### config.mk
export PLATFORM = sky130hd
export DESIGN_NAME = picorv32_freeahb_bridge
export DESIGN_NICKNAME = d
export VERILOG_FILES = /design/src/rtl/picorv32_freeahb_bridge.sv
export SDC_FILE = /design/constraint.sdc
export NUM_CORES = 1
export LEC_CHECK = 0
export BUFFER_PORTS_ARGS = -buffer_cell sky130_fd_sc_hd__buf_2
export CAP_MARGIN = 20
export CORE_UTILIZATION = 40
export DETAILED_ROUTE_END_ITERATION = 12
export PLACE_DENSITY = 0.71
export SLEW_MARGIN = 5
export SYNTH_ARGS = -nofsm -noshare
export SYNTH_HDL_FRONTEND = slang
export SYNTH_SLANG_ARGS = --single-unit
### constraint.sdc
create_clock -name clk -period 4.75 [get_ports clk]
set_input_delay 0.475 -clock clk [delete_from_list [all_inputs] [get_ports clk]]
set_output_delay 0.475 -clock clk [all_outputs]
set_load 0.01 [all_outputs]
### src/rtl/picorv32_freeahb_bridge.sv
// picorv32_freeahb_bridge: PicoRV32 native memory port to FreeAHB master request port.
// Ports:
//   clk, reset                 rising-edge clock, asynchronous active-high reset
//   mem_valid/instr/addr/wdata/wstrb -> PicoRV32 request; mem_ready/mem_rdata <- registered response
//   freeahb_valid/addr/wdata/size/write/read/min_len/cont/prot/lock -> FreeAHB request
//   freeahb_next/ready/rdata/result_addr <- FreeAHB response (result_addr unused)
//   bus_timeout                one-cycle pulse when a wait-state limit aborts a transaction
module picorv32_freeahb_bridge #(
    parameter bit          BIG_ENDIAN_AHB = 1'b1,
    parameter bit          MERGE_WRITES   = 1'b1,
    parameter int unsigned TIMEOUT_CYCLES = 0,
    parameter logic [31:0] ERR_RDATA      = 32'hDEADBEEF
) (
    input  logic        clk,
    input  logic        reset,
    input  logic        mem_valid,
    input  logic        mem_instr,
    input  logic [31:0] mem_addr,
    input  logic [31:0] mem_wdata,
    input  logic [3:0]  mem_wstrb,
    output logic        mem_ready,
    output logic [31:0] mem_rdata,
    output logic        freeahb_valid,
    output logic [31:0] freeahb_addr,
    output logic [31:0] freeahb_wdata,
    output logic [2:0]  freeahb_size,
    output logic        freeahb_write,
    output logic        freeahb_read,
    output logic [31:0] freeahb_min_len,
    output logic        freeahb_cont,
    output logic [3:0]  freeahb_prot,
    output logic        freeahb_lock,
    input  logic        freeahb_next,
    input  logic        freeahb_ready,
    input  logic [31:0] freeahb_rdata,
    input  logic [31:0] freeahb_result_addr,
    output logic        bus_timeout
);
    typedef enum logic [2:0] {IDLE, RD_REQ, RD_WAIT, WR_ISSUE, WR_WAIT, DONE} state_t;

    localparam logic [31:0] TO_LAST = 32'(TIMEOUT_CYCLES - 1);

    state_t      state;
    logic [31:0] base;
    logic [3:0]  rem;
    logic        instr_q;
    logic        gone_q;
    logic [31:0] cnt;
    logic [3:0]  src;
    logic [3:0]  src_n;
    logic [1:0]  lane;
    logic        word;
    logic        half;
    logic [2:0]  step_size;
    logic [31:0] step_addr;
    logic        gone;
    logic        to;
    logic        unused_ok;

    function automatic logic [31:0] swap(input logic [31:0] d);
        return {d[7:0], d[15:8], d[23:16], d[31:24]};
    endfunction

    assign freeahb_min_len = 32'd1;
    assign freeahb_cont    = 1'b0;
    assign freeahb_lock    = 1'b0;
    assign freeahb_prot    = {3'b000, ~instr_q};
    assign unused_ok       = ^freeahb_result_addr;

    // Write steps are taken from a mask of still-pending lanes: clear lanes below the
    // lowest set bit are skipped in the same cycle, so no bus cycle is wasted on them.
    always_comb begin
        src       = (state == IDLE) ? mem_wstrb : rem;
        lane      = src[0] ? 2'd0 : src[1] ? 2'd1 : src[2] ? 2'd2 : 2'd3;
        word      = MERGE_WRITES && src == 4'hF;
        half      = MERGE_WRITES && !word && !lane[0] && src[{lane[1], 1'b1}];
        step_size = word ? 3'b010 : half ? 3'b001 : 3'b000;
        src_n     = word ? 4'h0 : half ? (src & ~(4'b0011 << lane)) : (src & ~(4'b0001 << lane));
        step_addr = ((state == IDLE) ? {mem_addr[31:2], 2'b00} : base) + {30'd0, lane};
        gone      = gone_q || !mem_valid;
        to        = TIMEOUT_CYCLES != 0 && cnt == TO_LAST;
    end

    always_ff @(posedge clk or posedge reset) begin
        if (reset) begin
            state         <= IDLE;
            base          <= '0;
            rem           <= '0;
            instr_q       <= 1'b0;
            gone_q        <= 1'b0;
            cnt           <= '0;
            freeahb_valid <= 1'b0;
            freeahb_addr  <= '0;
            freeahb_wdata <= '0;
            freeahb_size  <= '0;
            freeahb_write <= 1'b0;
            freeahb_read  <= 1'b0;
            mem_ready     <= 1'b0;
            mem_rdata     <= '0;
            bus_timeout   <= 1'b0;
        end else begin
            mem_ready   <= 1'b0;
            bus_timeout <= 1'b0;
            cnt         <= cnt + 32'd1;
            // Once the core withdraws its request it stays withdrawn for this transaction.
            gone_q      <= gone;
            if (state != IDLE && state != DONE && to) begin
                freeahb_valid <= 1'b0;
                freeahb_read  <= 1'b0;
                freeahb_write <= 1'b0;
                bus_timeout   <= 1'b1;
                if (freeahb_read)
                    mem_rdata <= ERR_RDATA;
                mem_ready <= !gone;
                state     <= gone ? IDLE : DONE;
                cnt       <= '0;
            end else begin
                case (state)
                    IDLE: begin
                        cnt <= '0;
                        if (mem_valid && !mem_ready) begin
                            base          <= {mem_addr[31:2], 2'b00};
                            instr_q       <= mem_instr;
                            gone_q        <= 1'b0;
                            freeahb_wdata <= BIG_ENDIAN_AHB ? swap(mem_wdata) : mem_wdata;
                            freeahb_valid <= 1'b1;
                            if (mem_wstrb == 4'h0) begin
                                freeahb_read <= 1'b1;
                                freeahb_size <= 3'b010;
                                freeahb_addr <= mem_addr;
                                state        <= RD_REQ;
                            end else begin
                                freeahb_write <= 1'b1;
                                freeahb_size  <= step_size;
                                freeahb_addr  <= step_addr;
                                rem           <= src_n;
                                state         <= WR_ISSUE;
                            end
                        end
                    end
                    RD_REQ: if (freeahb_next) begin
                        freeahb_valid <= 1'b0;
                        state         <= RD_WAIT;
                        cnt           <= '0;
                    end
                    RD_WAIT: if (freeahb_ready) begin
                        mem_rdata    <= BIG_ENDIAN_AHB ? swap(freeahb_rdata) : freeahb_rdata;
                        freeahb_read <= 1'b0;
                        mem_ready    <= !gone;
                        state        <= gone ? IDLE : DONE;
                        cnt          <= '0;
                    end
                    WR_ISSUE: if (freeahb_next) begin
                        freeahb_valid <= 1'b0;
                        state         <= WR_WAIT;
                        cnt           <= '0;
                    end
                    WR_WAIT: if (freeahb_next) begin
                        cnt <= '0;
                        if (rem != 4'h0 && !gone) begin
                            freeahb_valid <= 1'b1;
                            freeahb_addr  <= step_addr;
                            freeahb_size  <= step_size;
                            rem           <= src_n;
                            state         <= WR_ISSUE;
                        end else begin
                            freeahb_write <= 1'b0;
                            mem_ready     <= !gone;
                            state         <= gone ? IDLE : DONE;
                        end
                    end
                    default: begin
                        state <= IDLE;
                        cnt   <= '0;
                    end
                endcase
            end
        end
    end
endmodule

==> flow_metrics.env, run 1 <==
export IMPL_run_status="finished clean"
export IMPL_syn_area_sq_um=6280
export IMPL_worstMarginPinSlew_ps=1010
export IMPL_cap_violations=0
export IMPL_synth_area_leader_cell="dfrtp_1"
export IMPL_dr_pass1_iters=4
export IMPL_power_internal_w=0.00380
export IMPL_period_share_pct=62.4
export IMPL_startpoint="state[2]"
export IMPL_grt_usage_pct=17.1
export IMPL_syn_inst=449
export IMPL_dieWidth_um=127
export IMPL_drt_iter0_drc=115
export IMPL_io_buffers=208
export IMPL_wl_per_cell_um=14.8
export IMPL_ys_ff_latch=141
export IMPL_postRouteAntennaNets=0
export IMPL_seq_area_frac_synth_pct=56.2
export IMPL_antenna_found_initial=0
export IMPL_rsz0062_at_grt="false"
export IMPL_fin_cells=882
export IMPL_critPathSlowestCell="a21boi_4"
export IMPL_finalClockSkew_ps=7.68
export IMPL_synth_cell_types=43
export IMPL_grt_pass1_wl_mm=21.3
export IMPL_grt_ovfl_total=0
export IMPL_avgSynthCellArea_sq_um=14.0
export IMPL_nets=796
export IMPL_crit_fanout=27
export IMPL_cts_sinks=141
export IMPL_cts_hold_buffers=0
export IMPL_synth_top_area_share_pct=56.2
export IMPL_final_common_cell="buf_2"
export IMPL_setup_viol=0
export IMPL_path_clk_slew_ps=60
export IMPL_hpwl_mm=9.15
export IMPL_hold_path_class="in -> async"
export IMPL_crit_buf_inv=1
export IMPL_placed_cells=849
export IMPL_fillCellCount=1304
export IMPL_ctsResizeCount=0
export IMPL_rr_startpoint="state[2]"
export IMPL_grt_max_degree=105
export IMPL_drt_total_wl_mm=13.1
export IMPL_root_buffer="clkbuf_16"
export IMPL_numCtsBuffers=17
export IMPL_post_cts_buffers=0
export IMPL_synthFlopType="dfrtp_1"
export IMPL_ys_warn_count=0
export IMPL_pin_count=280
export IMPL_vias=4165
export IMPL_drv_slew=0
export IMPL_grt_pass1_vias=4292
export IMPL_die_area_sq_um=16200
export IMPL_vias_per_cell=4.72
export IMPL_power_frac_comb_pct=40.4
export IMPL_drive_above_1_share_pct=60.5
export IMPL_post_route_min_period_ps=2970
export IMPL_final_cell_mix="buf_2 (208), mux2_2 (154), dfrtp_1 (141)"
export IMPL_synth_edff_count=0
export IMPL_p_per_area_nw_per_um2=713
export IMPL_peakVddDrop_v=0.000319
export IMPL_power_frac_seq_pct=37.6
export IMPL_row_count=45
export IMPL_place_gp_congestion=0.852
export IMPL_fmax_mhz=337
export IMPL_async_flop_share_pct=100
export IMPL_p_switching_w=0.00188
export IMPL_crit_path_cell_trace="or3b_1 > a21boi_2 > a21boi_4 > buf_4 > mux2_2"
export IMPL_clkPwrFrac_pct=22.0
export IMPL_relSlewSlack_pct=32.4
export IMPL_holdWs_ps=253
export IMPL_core_sq_um=15300
export IMPL_critPathKind="reg -> reg"
export IMPL_cts_tree="built"
export IMPL_clk_latency_ps=410
export IMPL_worstPathRequired_ps=5050
export IMPL_cp_start_kind="flop"
export IMPL_critPathMaxStageDelay_ps=850
export IMPL_start_util_pct=41.2
export IMPL_htreeDepth=4
export IMPL_cts_buffer_depth=2
export IMPL_antenna_cells=0
export IMPL_crit_arrival_ps=3260
export IMPL_syn_to_final_growth_pct=26.6
export IMPL_switching_share_pct=33.1
export IMPL_synth_area_top_cells="dfrtp_1 (56%), mux2_2 (28%), buf_4 (4.8%)"
export IMPL_die_y_um=127
export IMPL_worstSetupEndpointType="flop"
export IMPL_finalSetupTns_ps=0
export IMPL_cp_top_family="compound AO/OA/AOI/OAI gates"
export IMPL_hold_violations=0
export IMPL_drcViolationCount=0
export IMPL_p_leak_nw=3.76
## path summary, 6_finish.rpt
| check | to | slack [ps] | cells after the start |
|---|---|---|---|
| setup / recovery | freeahb_addr[26] | 1780 | 5 |
| hold / removal | freeahb_wdata[7] | 250 | 2 |
| setup reg to reg | freeahb_addr[26] | 1780 | 5 |
| hold reg to reg | freeahb_valid | 490 | 1 |
| max in group asynchronous | base[15] | 3460 | 3 |
| min in group clk | instr_q | 290 | 2 |
## flip-flops by register name, indices dropped and copies added (netlist names)
name           flops
freeahb_valid      1
gone_q             1
instr_q            1
freeahb_addr      32
state              3
base              30
freeahb_write      1
freeahb_read       1
rem                4
freeahb_size       2
freeahb_wdata     32
mem_rdata         32
mem_ready          1
## cell families (layout without fill, tap and decap cells)
logic type / count (synthesis) / count (layout) / share of synthesized area [%]
mux: 161 / 161 / 28.8
flops: 141 / 141 / 56.2
buf+inv: 65 / 250 / 6.85
simple gates: 49 / 49 / 4.32
compound gates: 31 / 31 / 3.71
other cells: 2 / 39 / 0.120
## Yosys cell counts (2+ instances only)
library cell	n
nor2b_1	3
o21ai_0	5
nand2_1	8
nor4_1	2
nor3_2	2
and2_1	3
nand4_1	3
o22ai_1	2
o211ai_1	3
clkbuf_1	5
o31a_1	2
mux2_2	154
conb_1	2
a31oi_1	4
nor3b_1	2
mux2i_1	2
a22o_1	2
nor3_1	2
nor2_1	12
a21oi_1	4
buf_2	11
inv_1	5
buf_4	40
buf_6	3
or3_1	2
nand2b_1	5
mux2_1	5
dfrtp_1	141
## power by group through the flow
stage,registers [W],logic (W),clock network (W)
2_1_floorplan,0.00229,0.00140,0
3_5_place_dp,0.00215,0.00230,0
5_1_grt,0.00222,0.00249,0.00135
6_report,0.00213,0.00229,0.00125
3_3_place_gp,0.00210,0.00222,0
4_1_cts,0.00214,0.00230,0.00129
## routing by layer
| metal | share of wire [%] | GRT usage (%) | wire (um) | vias up |
|---|---|---|---|---|
| met3 | 6.3 | 5.57 | 824 | 12 |
| met1 | 41 | 19.4 | 5330 | 2058 |
| met2 | 52 | 29.9 | 6770 | 168 |
| li1 | - | - | - | 1927 |
| met5 | 0 | 0 | 0 | - |
| met4 | 1.1 | 6.23 | 148 | 0 |
## area by class of cell
class | instances | area (sq um) | area share (%)
clock buffer | 19 | 443 | 5.57
clock inverter | 13 | 116 | 1.46
inverter | 5 | 23.8 | 0.299
multi-input combinational | 280 | 2480 | 31.2
sequential | 141 | 3530 | 44.4
tap | 211 | 264 | 3.32
timing repair buffer | 213 | 1100 | 13.8
## metrics by stage
step / utilization, % / cell area [sq um] / power (W) / setup WS, ps
3_3_place_gp: 48.3 / 7360 / 0.00433 / 1780
6_report: 52.1 / 7950 / 0.00567 / 1780
5_1_grt: 52.1 / 7950 / 0.00605 / 1570
2_1_floorplan: - / 6420 / 0.00369 / 494
4_1_cts: 51.9 / 7920 / 0.00573 / 1730
3_5_place_dp: 48.3 / 7360 / 0.00445 / 1720
Note: power is estimated with default switching activity, not from simulation.
==> run 2, diff against run 1 <==
Settings changed: ABC_AREA from default to 1, PLACE_DENSITY 0.71 to 0.73.
Clock period 4.75 ns to 2.4 ns, I/O delays scaled along.
==> flow_metrics.env, run 2 <==
export IMPL_postPlaceCellArea_sq_um=7440
export IMPL_rsz0062_at_grt="false"
export IMPL_drcViolationCount=0
export IMPL_final_cell_mix="nand2_1 (301), buf_2 (208), dfrtp_1 (141)"
export IMPL_place_gp_congestion=0.848
export IMPL_syn_to_final_growth_pct=26.7
export IMPL_grt_ovfl_total=0
export IMPL_core_sq_um=15400
export IMPL_worstPathRequired_ps=2700
export IMPL_die_y_um=128
export IMPL_reg_largest_list="freeahb_addr (32), freeahb_wdata (32), mem_rdata (32)"
export IMPL_syn_area_sq_um=6370
export IMPL_period_share_pct=82.1
export IMPL_grt_pass1_wl_mm=24.4
export IMPL_nets=1061
export IMPL_synth_area_top_cells="dfrtp_1 (55%), nand2_1 (18%), mux2_2 (5.7%)"
export IMPL_grt_pass1_vias=5043
export IMPL_synth_top_area_share_pct=55.4
export IMPL_p_leak_nw=4.53
export IMPL_violations="negative hold slack"
export IMPL_cts_sinks=141
export IMPL_synth_area_leader_cell="dfrtp_1"
export IMPL_row_count=45
export IMPL_r2r_end="freeahb_addr[11]"
export IMPL_synth_edff_count=0
export IMPL_async_flop_share_pct=100
export IMPL_yosysMostFrequentCell="nand2_1"
export IMPL_crit_path_cell_trace="nor2_4 > nand3_1 > nand2_1 > inv_2 > nand2_4 > clkinv_2 > nand2_1 > nand2_1"
export IMPL_vias=5139
export IMPL_cap_violations=0
export IMPL_critPathMaxStageDelay_ps=420
export IMPL_synthFlopType="dfrtp_1"
export IMPL_critPathSlowestCell="dfrtp_1"
export IMPL_drv_slew=0
export IMPL_critPathKind="reg -> reg"
export IMPL_htreeDepth=4
export IMPL_die_area_sq_um=16400
export IMPL_relSlewSlack_pct=62.9
export IMPL_start_util_pct=41.4
export IMPL_final_area_sq_um=8070
export IMPL_post_cts_buffers=0
export IMPL_cp_top_family="simple AND/OR/NAND/NOR gates"
export IMPL_dr_pass1_iters=5
export IMPL_antenna_found_initial=1
export IMPL_total_power_w=0.0112
export IMPL_grt_usage_pct=19.2
export IMPL_setup_viol=0
export IMPL_crit_arrival_ps=2270
export IMPL_run_status="finished, violations left"
export IMPL_hold_path_class="in -> async"
export IMPL_pin_count=280
export IMPL_crit_buf_inv=2
export IMPL_syn_inst=717
export IMPL_postRouteAntennaNets=0
export IMPL_grt_max_degree=100
export IMPL_crit_fanout=32
export IMPL_p_per_area_nw_per_um2=1390
export IMPL_final_common_cell="nand2_1"
export IMPL_avgSynthCellArea_sq_um=8.89
export IMPL_ys_warn_count=0
export IMPL_vias_per_cell=4.48
export IMPL_numCtsBuffers=17
export IMPL_hold_violations=25
export IMPL_drive_above_1_share_pct=31.8
export IMPL_crit_top_cell="nand2_1"
export IMPL_worstSetupEndpointType="flop"
export IMPL_r2r_cells=8
export IMPL_clk_latency_ps=410
export IMPL_root_buffer="clkbuf_16"
export IMPL_ys_ff_latch=141
export IMPL_finalSetupTns_ps=0
export IMPL_cts_buffer_depth=2
export IMPL_ctsResizeCount=0
export IMPL_holdWs_ps=-27.6
export IMPL_io_buffers=208
export IMPL_post_route_min_period_ps=1970
export IMPL_drt_total_wl_mm=14.7
export IMPL_drt_iter0_drc=247
export IMPL_peakVddDrop_v=0.000653
export IMPL_hpwl_mm=10.1
export IMPL_dieWidth_um=128
export IMPL_antenna_cells=0
export IMPL_worstMarginPinSlew_ps=555
export IMPL_ff2ff_setup_slack_ps=430
export IMPL_post_route_util_pct=52.5
export IMPL_cts_tree="built"
export IMPL_path_clk_slew_ps=60
export IMPL_seq_area_frac_synth_pct=55.4
export IMPL_wl_per_cell_um=12.8
export IMPL_finalClockSkew_ps=8.06
export IMPL_cp_start_kind="flop"
export IMPL_yosys_top_cells_count="nand2_1 (301), dfrtp_1 (141), o21ai_0 (55)"
export IMPL_rr_startpoint="state[0]"
export IMPL_synth_cell_types=27
export IMPL_fmax_mhz=507
run 2: what timing repair did:
item	4_1_cts	5_1_grt
endpoints found under the setup margin	0	0
hold endpoints to repair	2	0
hold buffers	2	0
run 2: how the worst max path moves through the flow:
stage                         from                to  slack (ps)  cells after the start
after global routing      state[0]   freeahb_addr[0]         200                      8
after global placement    state[0]  freeahb_addr[31]         480                      8
final                     state[0]  freeahb_addr[11]         430                      8
after floorplan              reset          base[10]         400                      1
after detailed placement  state[0]  freeahb_addr[11]         400                      8
after CTS                 state[0]  freeahb_addr[11]         400                      8
run 2: per-layer routing:
metal	track usage [%]	share of wire [%]
met4	6.78	0.88
met5	0	0.054
met1	23.7	43
met3	6.01	7.0
met2	31.7	49
run 2: layout make-up:
cell class | count | area, sq um
Fill cell | 1430 | 7300
Sequential cell | 141 | 3530
Multi-Input combinational cell | 491 | 2290
Timing Repair Buffer | 218 | 1170
Clock buffer | 21 | 470
Tap cell | 211 | 264
Inverter | 54 | 213
Clock inverter | 10 | 138
run 2: logic make-up (layout without fill, tap and decap cells):
group | after synthesis | count (layout) | synth area share (%)
AOI/OAI and AO/OA | 75 | 75 | 5.99
buffers and inverters | 122 | 303 | 10.9
DFF | 141 | 141 | 55.4
muxes | 32 | 32 | 5.66
other | 2 | 39 | 0.118
and+or+nand+nor | 345 | 345 | 22.0
run 2: power breakdown:
part	total, W	internal [W]	switching (W)
registers	0.00408	0.00351	0.000577
clock network	0.00270	0.00171	0.000990
logic	0.00443	0.00175	0.00269
run 2: per-stage QoR:
stage / setup WS (ps) / hold slack [ps] / instances
2_1_floorplan: 397 / 326 / 754
3_3_place_gp: 476 / 441 / 1113
3_5_place_dp: 396 / 444 / 1113
4_1_cts: 397 / 1.50 / 1146
5_1_grt: 200 / 17.8 / 1146
6_report: 429 / -27.6 / 1146
run 2: worst min-delay path: stages:
cell	delay, ps
buf_2	110
clkinvlp_4	80
buf_12	400
